--- src/rtl/fetch_stage_if.sv ---
// fetch_stage_if
//   Instruction-memory bus between the fetch stage and its instruction store.
//   DATA_W      address / instruction width
//   imem_addr   word-aligned fetch address (driven by the fetch stage)
//   imem_rdata  instruction at imem_addr, returned in the same cycle
//   modport master : fetch-stage side
//   modport slave  : memory side
interface fetch_stage_if #(
  parameter int unsigned DATA_W = 32
);
  logic [DATA_W-1:0] imem_addr;
  logic [DATA_W-1:0] imem_rdata;

  modport master (output imem_addr, input  imem_rdata);
  modport slave  (input  imem_addr, output imem_rdata);
endinterface

--- src/rtl/fetch_stage.sv ---
// fetch_stage
//   Instruction-fetch stage plus IF/ID pipeline register. Owns the PC, drives the
//   instruction-memory address, and latches the fetched word and its PC into IF/ID.
//   Stall holds PC and IF/ID; IF_flush inserts a bubble; redirect loads a new PC.
//
//   Optional build macro: FETCH_PERF_CNT_EN
//     defined   -> saturating fetch/flush/stall performance counters are built
//     undefined -> counter outputs are tied to zero
//
// Ports
//   clk          rising-edge clock
//   arst_n       asynchronous reset, active low
//   en           global enable; 0 freezes every register
//   stall        hold PC and IF/ID
//   IF_flush     replace IF/ID with NOP_INSTR bubble
//   redirect     load PC from redirect_pc (word-aligned)
//   redirect_pc  branch/jump target
//   imem         instruction-memory bus (master side)
//   pc           current fetch PC
//   if_id_instr  registered instruction to decode
//   if_id_pc     registered PC of if_id_instr
//   if_id_valid  1 = real instruction, 0 = bubble
//   fetch_cnt    instructions latched into IF/ID as valid
//   flush_cnt    cycles with IF_flush applied
//   stall_cnt    cycles with stall applied (flush takes precedence)
module fetch_stage #(
  parameter int unsigned        DATA_W    = 32,
  parameter logic [DATA_W-1:0]  RESET_PC  = '0,
  parameter logic [DATA_W-1:0]  NOP_INSTR = DATA_W'(32'h0000_0013),
  parameter int unsigned        CNT_W     = 32
) (
  input  logic               clk,
  input  logic               arst_n,
  input  logic               en,
  input  logic               stall,
  input  logic               IF_flush,
  input  logic               redirect,
  input  logic [DATA_W-1:0]  redirect_pc,
  fetch_stage_if.master      imem,
  output logic [DATA_W-1:0]  pc,
  output logic [DATA_W-1:0]  if_id_instr,
  output logic [DATA_W-1:0]  if_id_pc,
  output logic               if_id_valid,
  output logic [CNT_W-1:0]   fetch_cnt,
  output logic [CNT_W-1:0]   flush_cnt,
  output logic [CNT_W-1:0]   stall_cnt
);

  localparam logic [DATA_W-1:0] WORD_MASK = ~DATA_W'(3);

  // Masking keeps the memory address word-aligned even for a misaligned RESET_PC.
  assign imem.imem_addr = pc & WORD_MASK;

  // PC register
  always_ff @(posedge clk or negedge arst_n) begin
    if (!arst_n) begin
      pc <= RESET_PC;
    end else if (en) begin
      if (redirect) begin
        pc <= redirect_pc & WORD_MASK;
      end else if (!stall) begin
        pc <= pc + DATA_W'(4);
      end
    end
  end

  // IF/ID pipeline register
  always_ff @(posedge clk or negedge arst_n) begin
    if (!arst_n) begin
      if_id_instr <= NOP_INSTR;
      if_id_pc    <= RESET_PC;
      if_id_valid <= 1'b0;
    end else if (en) begin
      if (IF_flush) begin
        if_id_instr <= NOP_INSTR;
        if_id_pc    <= pc;
        if_id_valid <= 1'b0;
      end else if (!stall) begin
        if_id_instr <= imem.imem_rdata;
        if_id_pc    <= pc;
        if_id_valid <= 1'b1;
      end
    end
  end

`ifdef FETCH_PERF_CNT_EN
  logic fetch_evt;
  logic flush_evt;
  logic stall_evt;

  // A flushed cycle counts as a flush only, even when stall is also high.
  always_comb begin
    fetch_evt = en & ~IF_flush & ~stall;
    flush_evt = en & IF_flush;
    stall_evt = en & stall & ~IF_flush;
  end

  always_ff @(posedge clk or negedge arst_n) begin
    if (!arst_n) begin
      fetch_cnt <= '0;
      flush_cnt <= '0;
      stall_cnt <= '0;
    end else begin
      if (fetch_evt && (fetch_cnt != '1)) fetch_cnt <= fetch_cnt + CNT_W'(1);
      if (flush_evt && (flush_cnt != '1)) flush_cnt <= flush_cnt + CNT_W'(1);
      if (stall_evt && (stall_cnt != '1)) stall_cnt <= stall_cnt + CNT_W'(1);
    end
  end
`else
  assign fetch_cnt = '0;
  assign flush_cnt = '0;
  assign stall_cnt = '0;
`endif

endmodule

--- src/flat_wrapper.sv ---
// flat-port wrapper written by rule: the top's interface ports become plain ports
module fetch_stage_flat 
#(
  parameter int unsigned        DATA_W    = 32,
  parameter logic [DATA_W-1:0]  RESET_PC  = '0,
  parameter logic [DATA_W-1:0]  NOP_INSTR = DATA_W'(32'h0000_0013),
  parameter int unsigned        CNT_W     = 32
)
  (clk, arst_n, en, stall, IF_flush, redirect, redirect_pc, pc, if_id_instr, if_id_pc, if_id_valid, fetch_cnt, flush_cnt, stall_cnt, imem_imem_addr, imem_imem_rdata);
  fetch_stage_if #(.DATA_W(DATA_W)) imem_i ();
  input  logic clk;
  input  logic arst_n;
  input  logic en;
  input  logic stall;
  input  logic IF_flush;
  input  logic redirect;
  input  logic [DATA_W-1:0] redirect_pc;
  output logic [DATA_W-1:0] pc;
  output logic [DATA_W-1:0] if_id_instr;
  output logic [DATA_W-1:0] if_id_pc;
  output logic if_id_valid;
  output logic [CNT_W-1:0] fetch_cnt;
  output logic [CNT_W-1:0] flush_cnt;
  output logic [CNT_W-1:0] stall_cnt;
  output wire logic [$bits(imem_i.imem_addr)-1:0] imem_imem_addr;
  input wire logic [$bits(imem_i.imem_rdata)-1:0] imem_imem_rdata;
  assign imem_imem_addr = imem_i.imem_addr;
  assign imem_i.imem_rdata = imem_imem_rdata;
  fetch_stage #(.DATA_W(DATA_W), .RESET_PC(RESET_PC), .NOP_INSTR(NOP_INSTR), .CNT_W(CNT_W)) u_core (.clk(clk), .arst_n(arst_n), .en(en), .stall(stall), .IF_flush(IF_flush), .redirect(redirect), .redirect_pc(redirect_pc), .imem(imem_i), .pc(pc), .if_id_instr(if_id_instr), .if_id_pc(if_id_pc), .if_id_valid(if_id_valid), .fetch_cnt(fetch_cnt), .flush_cnt(flush_cnt), .stall_cnt(stall_cnt));
endmodule
--- config.mk ---
export PLATFORM = sky130hd
export DESIGN_NAME = fetch_stage_flat
export DESIGN_NICKNAME = d
export VERILOG_FILES = /design/src/rtl/fetch_stage_if.sv /design/src/rtl/fetch_stage.sv /design/src/flat_wrapper.sv
export SDC_FILE = /design/constraint.sdc
export NUM_CORES = 1
export LEC_CHECK = 0
export CAP_MARGIN = 20
export CORE_MARGIN = 3
export CORE_UTILIZATION = 36
export DETAILED_ROUTE_END_ITERATION = 8
export GPL_ROUTABILITY_DRIVEN = 0
export HOLD_SLACK_MARGIN = 0.03
export MAX_ROUTING_LAYER = met4
export PLACE_DENSITY = 0.9
export SETUP_SLACK_MARGIN = 0.3
export SKIP_CTS_REPAIR_TIMING = 1
export SLEW_MARGIN = 0
export SYNTH_ARGS = -nofsm -noshare
export SYNTH_HDL_FRONTEND = slang
export SYNTH_SLANG_ARGS = --single-unit
--- constraint.sdc ---
create_clock -name clk -period 1.7 [get_ports clk]
set_input_delay 0.255 -clock clk [delete_from_list [all_inputs] [get_ports clk]]
set_output_delay 0.255 -clock clk [all_outputs]
set_load 0.01 [all_outputs]
# Word level (Yosys, flattened, before mapping)
# Index checks and enable logic that the tools add are counted.
# word_totals
out_inout_bits	225
in_bits	70
wordCells	17
register_bits	97
# op_classes
add_sub_neg	1
muxes	8
reduce_logical	2
eq_ne	2
# ops
operator	n
$mux 32	6
$add 32x3->32 const B	1
$ne 2x1->1 const B	2
$reduce_and 2->1	2
$mux 1	2

# Depth between registers and ports, before layout
# Gate-level depths: netlist of the first run.
# depth
word_depth	3
depth_mapped	7
ltp_nobuf	6

# Worst setup path before layout of the first run
# No wires, ideal clock.
# synth_timing
path_kind	reg2reg
startpoint	register u_core.pc[2]
endpoint	register u_core.pc[18]
required_time_ns	1.576
arrival_ns	1.713
setup_ns	0.124
path_slack_ns	-0.136
n_path_buf	1
synth_period_minus_slack_ns	1.836
path_stages_with_launch	7
cell_sequence	dfrtp_1 ha_1 and4_1 clkbuf_2 nand4_2 o311a_1 a211o_1
# synth_via
elab_chain_cells	3
# synth_rtl
item	line	text
start, declared	fetch_stage.sv:40	output logic [DATA_W-1:0] pc,
start signal, assigned	fetch_stage.sv:60	pc <= redirect_pc & WORD_MASK;
start signal, assigned	fetch_stage.sv:62	pc <= pc + DATA_W'(4);
$add 32x3->32	fetch_stage.sv:62	
$mux 32	fetch_stage.sv:61	end else if (!stall) begin
$mux 32	fetch_stage.sv:59	if (redirect) begin
# Every way passes these cells. The select of a mux whose other input is x is not followed.
# A chain may end at the register's enable or synchronous reset.

# Worst setup path after layout of the first run
# layout_timing
startpoint	register u_core.pc[15]
endpoint	register u_core.pc[23]
# The elaborated chain is that of the path after synthesis.

==> results_dict.tcl, run 1 <==
set metrics [dict create \
    synth-seq-cells 93 \
    vias_per_cell 4.89 \
    ant_nets 0 \
    cts_tree "built" \
    placed_area_um2 7520 \
    rsz0062_at_grt "true" \
    min_period_over_period 1.04 \
    crit_fanout 8 \
    firstDrtPassIters 4 \
    gr-usage-all-layers 0.184 \
    powerDensity_nw_per_um2 870 \
    layout_commonest_cell "dlymetal6s2s_1" \
    final.setup.worst_slack_ns -0.0599 \
    core_area_um2 14600 \
    fmax_mhz 568 \
    io_pins 295 \
    hold_path_class "in2async" \
    ff_latch_area_um2 2340 \
    drc 0 \
    cap_viol_max_count 0 \
    syn_area_per_cell_um2 9.32 \
    dieHeight_um 129 \
    tns_ns -0.0863 \
    synth_edf_count 0 \
    worst-r2r-setup-slack_ns -0.06 \
    leakagePower_nw 4.96 \
    die_area_um2 16500 \
    antenna_cells 0 \
    clock_latency_ns 0.35 \
    fill_cells 1210 \
    slew_viol_final 0 \
    start_util 0.370 \
    grt_pass1_wl_um 23400 \
    grt_overflow 0 \
    place_hpwl_um 12000 \
    startpoint_type "register" \
    numCtsBuffers 9 \
    critPathArrivalTime_ns 2.00 \
    antenna_found_initial 0 \
    synth_cells 581 \
    rows 44 \
    yosys_warnings 0 \
    synth_cell_type_count 52 \
    synth-seq-area-share 0.430 \
    ir_drop_mv 0.445 \
    multiInputGateArea_um2 2610 \
    r2r_start "u_core.pc[15]" \
    clockBufferDepth 2 \
    drt-total-wl_um 17000 \
    drt_iter0_markers 274 \
    setup_viol 2 \
    h-tree-depth 3 \
    post-route-util 0.585 \
    fin_nets 888 \
    synthArstFlopShare 1.00 \
    wl_per_cell_um 16.9 \
    r2r-end "u_core.pc[23]" \
    grt_max_degree 38 \
    synth-main-ff-cell "dfrtp_1" \
    syn2layout_area_growth_pct 58.3 \
    clkSinkCount 93 \
    critPathKind "reg2reg" \
    clk_pin_slew_worst_paths_ns 0.08 \
    outcome "finished, violations left" \
    startpoint "u_core.pc[15]" \
    final_layout_size_suffix_gt1_frac 0.240 \
    worstPathRequired_ns 1.94 \
    violations "negative setup slack" \
    hold_viol 0 \
    clock_skew_ns 0.00664 \
    root_buffer "clkbuf_16" \
    layout_common_cells "dlymetal6s2s_1, conb_1, dfrtp_1" \
    endpoint "u_core.pc[23]" \
    period_minus_slack_ns 1.76 \
    dp_slack_ns -0.141 \
    vias 4916 \
    io_buffers 190 \
    p_total_w 0.00746 \
    grt_pass1_vias 4541 \
    fin_area_um2 8570 \
    ff2ff_path_depth 6 \
    die_x_um 129 \
    end_kind "register" \
    syn_area_um2 5420 \
]
report_power, final:
group          switching, W  total [W]  internal, W
clock               0.00100    0.00205      0.00105
sequential         0.000207    0.00278      0.00257
combinational       0.00126    0.00263      0.00137
sequential cells by signal (all words and copies together) (netlist names):
signal              cells
u_core.if_id_valid      1
u_core.if_id_instr     32
u_core.pc              30
u_core.if_id_pc        30
worst max-delay path, cell delays in order (launching register included):
cell and delay (ns):
dfrtp_1 0.37, and4_4 0.27, nand4_4 0.23, buf_4 0.24, nor4_4 0.14, mux2i_1 0.13
a221o_1 0.26
layout make-up:
cell class | count | share of cell area
timing repair buffer | 284 | 0.357
multi-input combinational | 421 | 0.305
sequential | 93 | 0.273
tap | 184 | 0.0269
clock buffer | 9 | 0.0263
clock inverter | 7 | 0.00832
inverter | 8 | 0.00350
layer usage:
metal	track usage	routed length, µm	up-vias	part of all wire
li1	-	-	2244	-
met1	0.219	6860	2402	0.40
met2	0.316	8720	241	0.51
met3	0.0332	1120	29	0.066
met4	0.0593	344	0	0.020
met5	-	0	-	0
cells by family after synthesis:
family                     count (synthesis)  synth area share
and+or+nand+nor                          175             0.168
buffers and inverters                    169             0.211
AOI/OAI and AO/OA                        107             0.117
DFF                                       93             0.430
muxes                                     35            0.0709
adders and majority gates                  1           0.00231
other                                      1          0.000692
worst min-delay path by stage:
stage,end,from,slack (ns),cells past startpoint
5_1_grt,u_core.if_id_pc[19],arst_n,0.43,2
2_1_floorplan,u_core.if_id_instr[10],arst_n,-0.04,0
3_5_place_dp,u_core.if_id_pc[19],arst_n,0.22,1
3_3_place_gp,u_core.if_id_pc[19],arst_n,0.22,1
6_report,u_core.if_id_pc[19],arst_n,0.38,2
4_1_cts,u_core.if_id_pc[19],arst_n,-0.16,1
through the flow:
| stage | hold slack [ns] | std cells |
|---|---|---|
| floorplan | -0.0406 | 682 |
| global placement | 0.221 | 964 |
| detailed placement | 0.219 | 964 |
| CTS | -0.163 | 980 |
| global route | 0.426 | 1006 |
| finish | 0.379 | 1006 |
Yosys cell counts, drive strengths merged (4+ instances only):
master	n	area, µm²
clkbuf	20	76.3
mux2i	8	80.1
nor4	9	75.1
nand3	17	85.1
nor2	23	86.3
nand2b	29	181
inv	7	26.3
dfrtp	90	2250
o21ai	53	265
and4	4	37.5
o22ai	7	43.8
a21oi	22	114
nor3	7	35.0
buf	141	1040
nand4	8	77.6
mux2	27	304
nand2	66	248
and3	6	42.5
Power figures use the tool's default switching activity.
==> run 2, diff against run 1 <==
--- a/config.mk
+++ b/config.mk
@@ -6,6 +6,7 @@
 export NUM_CORES = 1
 export LEC_CHECK = 0
 export CAP_MARGIN = 20
+export CORE_ASPECT_RATIO = 0.5
 export CORE_MARGIN = 3
 export CORE_UTILIZATION = 36
 export DETAILED_ROUTE_END_ITERATION = 8
==> results_dict.tcl, run 2 (synthesis gave the netlist of run 1 again) <==
set metrics [dict create \
    min_period_over_period 1.12 \
    period_minus_slack_ns 1.91 \
    largest_reg_flops 32 \
    final.setup.worst_slack_ns -0.209 \
    regMostFlops "u_core.if_id_instr" \
    grt_pass1_vias 4630 \
    multiInputGateArea_um2 2600 \
    rows 30 \
    start_util 0.384 \
    root_buffer "clkbuf_16" \
    leakagePower_nw 4.90 \
    tns_ns -0.801 \
    final_layout_size_suffix_gt1_frac 0.228 \
    powerDensity_nw_per_um2 906 \
    worstPathRequired_ns 1.91 \
    hold_path_class "in2async" \
    crit_fanout 8 \
    vias 5166 \
    clk_pin_slew_worst_paths_ns 0.07 \
    final_cells 1007 \
    firstDrtPassIters 6 \
    slew_viol_final 0 \
    fmax_mhz 524 \
    core_area_um2 14100 \
    place_inst 968 \
    startpoint_type "register" \
    outcome "finished, violations left" \
    dp_slack_ns -0.240 \
    h-tree-depth 3 \
    end_kind "register" \
    hold-worst-slack_ns 0.290 \
    ant_nets 0 \
    critPathArrivalTime_ns 2.11 \
    antenna_cells 0 \
    place_hpwl_um 12100 \
    ff_latch_area_um2 2340 \
    cp_slowest_cell "o311ai_0" \
    io_buffers 190 \
    die_area_um2 16600 \
    vias_per_cell 5.13 \
    cap_viol_max_count 0 \
    wl_per_cell_um 19.2 \
    grt_pass1_wl_um 24700 \
    crit_chain "and4_4 -> nand4_4 -> buf_4 -> o311ai_0 -> nand3_1" \
    grt_max_degree 57 \
    critPathKind "reg2reg" \
    fin_area_um2 8490 \
    layout_commonest_cell "dlymetal6s2s_1" \
    fill_cells 993 \
    path_buf_inv 1 \
    drc 0 \
    numCtsBuffers 9 \
    setup_viol 12 \
    placed_area_um2 7470 \
    ir_drop_mv 0.528 \
    rsz0062_at_grt "true" \
    layout_common_cells "dlymetal6s2s_1, conb_1, dfrtp_1" \
    grt_overflow 0 \
    drt_iter0_markers 592 \
    dieHeight_um 92.7 \
    fin_nets 881 \
    gr-usage-all-layers 0.187 \
    drt-total-wl_um 19400 \
    antenna_found_initial 0 \
    cpPeakStageDelay_ns 0.44 \
    cts_tree "built" \
    clockBufferDepth 2 \
    clock_latency_ns 0.35 \
    clkSinkCount 93 \
    cp_top_family "simple AND/OR/NAND/NOR gates" \
    io_pins 295 \
    syn2layout_area_growth_pct 56.7 \
    die_x_um 179 \
    hold_viol 0 \
    reg_top3 "u_core.if_id_instr x32, u_core.if_id_pc x30, u_core.pc x30" \
    clock_skew_ns 0.00557 \
    violations "negative setup slack" \
]
==> run 2: cell types whose count changed in the layout (fill, tap and decap cells not counted), moves of 3 or more <==
| cell | delta |
|---|---|
| buf_12 | -4 |
| inv_8 | -4 |
| buf_6 | -3 |
| dfrtp_1 | -3 |
| dfrtp_2 | +3 |
| nor2_2 | +3 |
| o21ai_0 | +3 |
| o21ai_1 | -3 |
==> run 2: metal layers <==
layer | GRT usage | share of wire | up-vias
li1 | - | - | 2228
met4 | 0.0547 | 0.036 | 0
met3 | 0.0388 | 0.077 | 73
met1 | 0.213 | 0.38 | 2482
met5 | - | 0 | -
met2 | 0.336 | 0.50 | 383
==> run 2: metrics by stage <==
step	total power (W)	utilization
after floorplan	0.00412	-
final	0.00769	0.601
after CTS	0.00759	0.552
after global routing	0.00800	0.601
after detailed placement	0.00540	0.530
after global placement	0.00530	0.530
==> run 2: path summary, 6_finish.rpt <==
path,start,end,slack [ns],cells past startpoint
max,u_core.pc[15],u_core.pc[21],-0.21,5
min,arst_n,u_core.if_id_pc[29],0.29,2
max reg2reg,u_core.pc[15],u_core.pc[21],-0.21,5
min reg2reg,u_core.if_id_pc[7],u_core.if_id_pc[7],0.47,2
max in group asynchronous,arst_n,u_core.pc[24],0.74,3
min in group clk,imem_imem_rdata[1],u_core.if_id_instr[1],0.46,3
==> run 2: final cells by class <==
| type | instances | share of cell area |
|---|---|---|
| multi-input combinational | 421 | 0.306 |
| timing repair buffer | 277 | 0.349 |
| sequential | 93 | 0.276 |
| clock inverter | 6 | 0.0102 |
| clock buffer | 10 | 0.0270 |
| inverter | 8 | 0.00354 |
| tap | 192 | 0.0283 |
==> run 2: report_power, final <==
| part | switching (W) | internal, W | total, W |
|---|---|---|---|
| clock network | 0.000911 | 0.00129 | 0.00220 |
| registers | 0.000238 | 0.00257 | 0.00281 |
| logic | 0.00133 | 0.00135 | 0.00268 |
| total | 0.00248 | 0.00521 | 0.00769 |
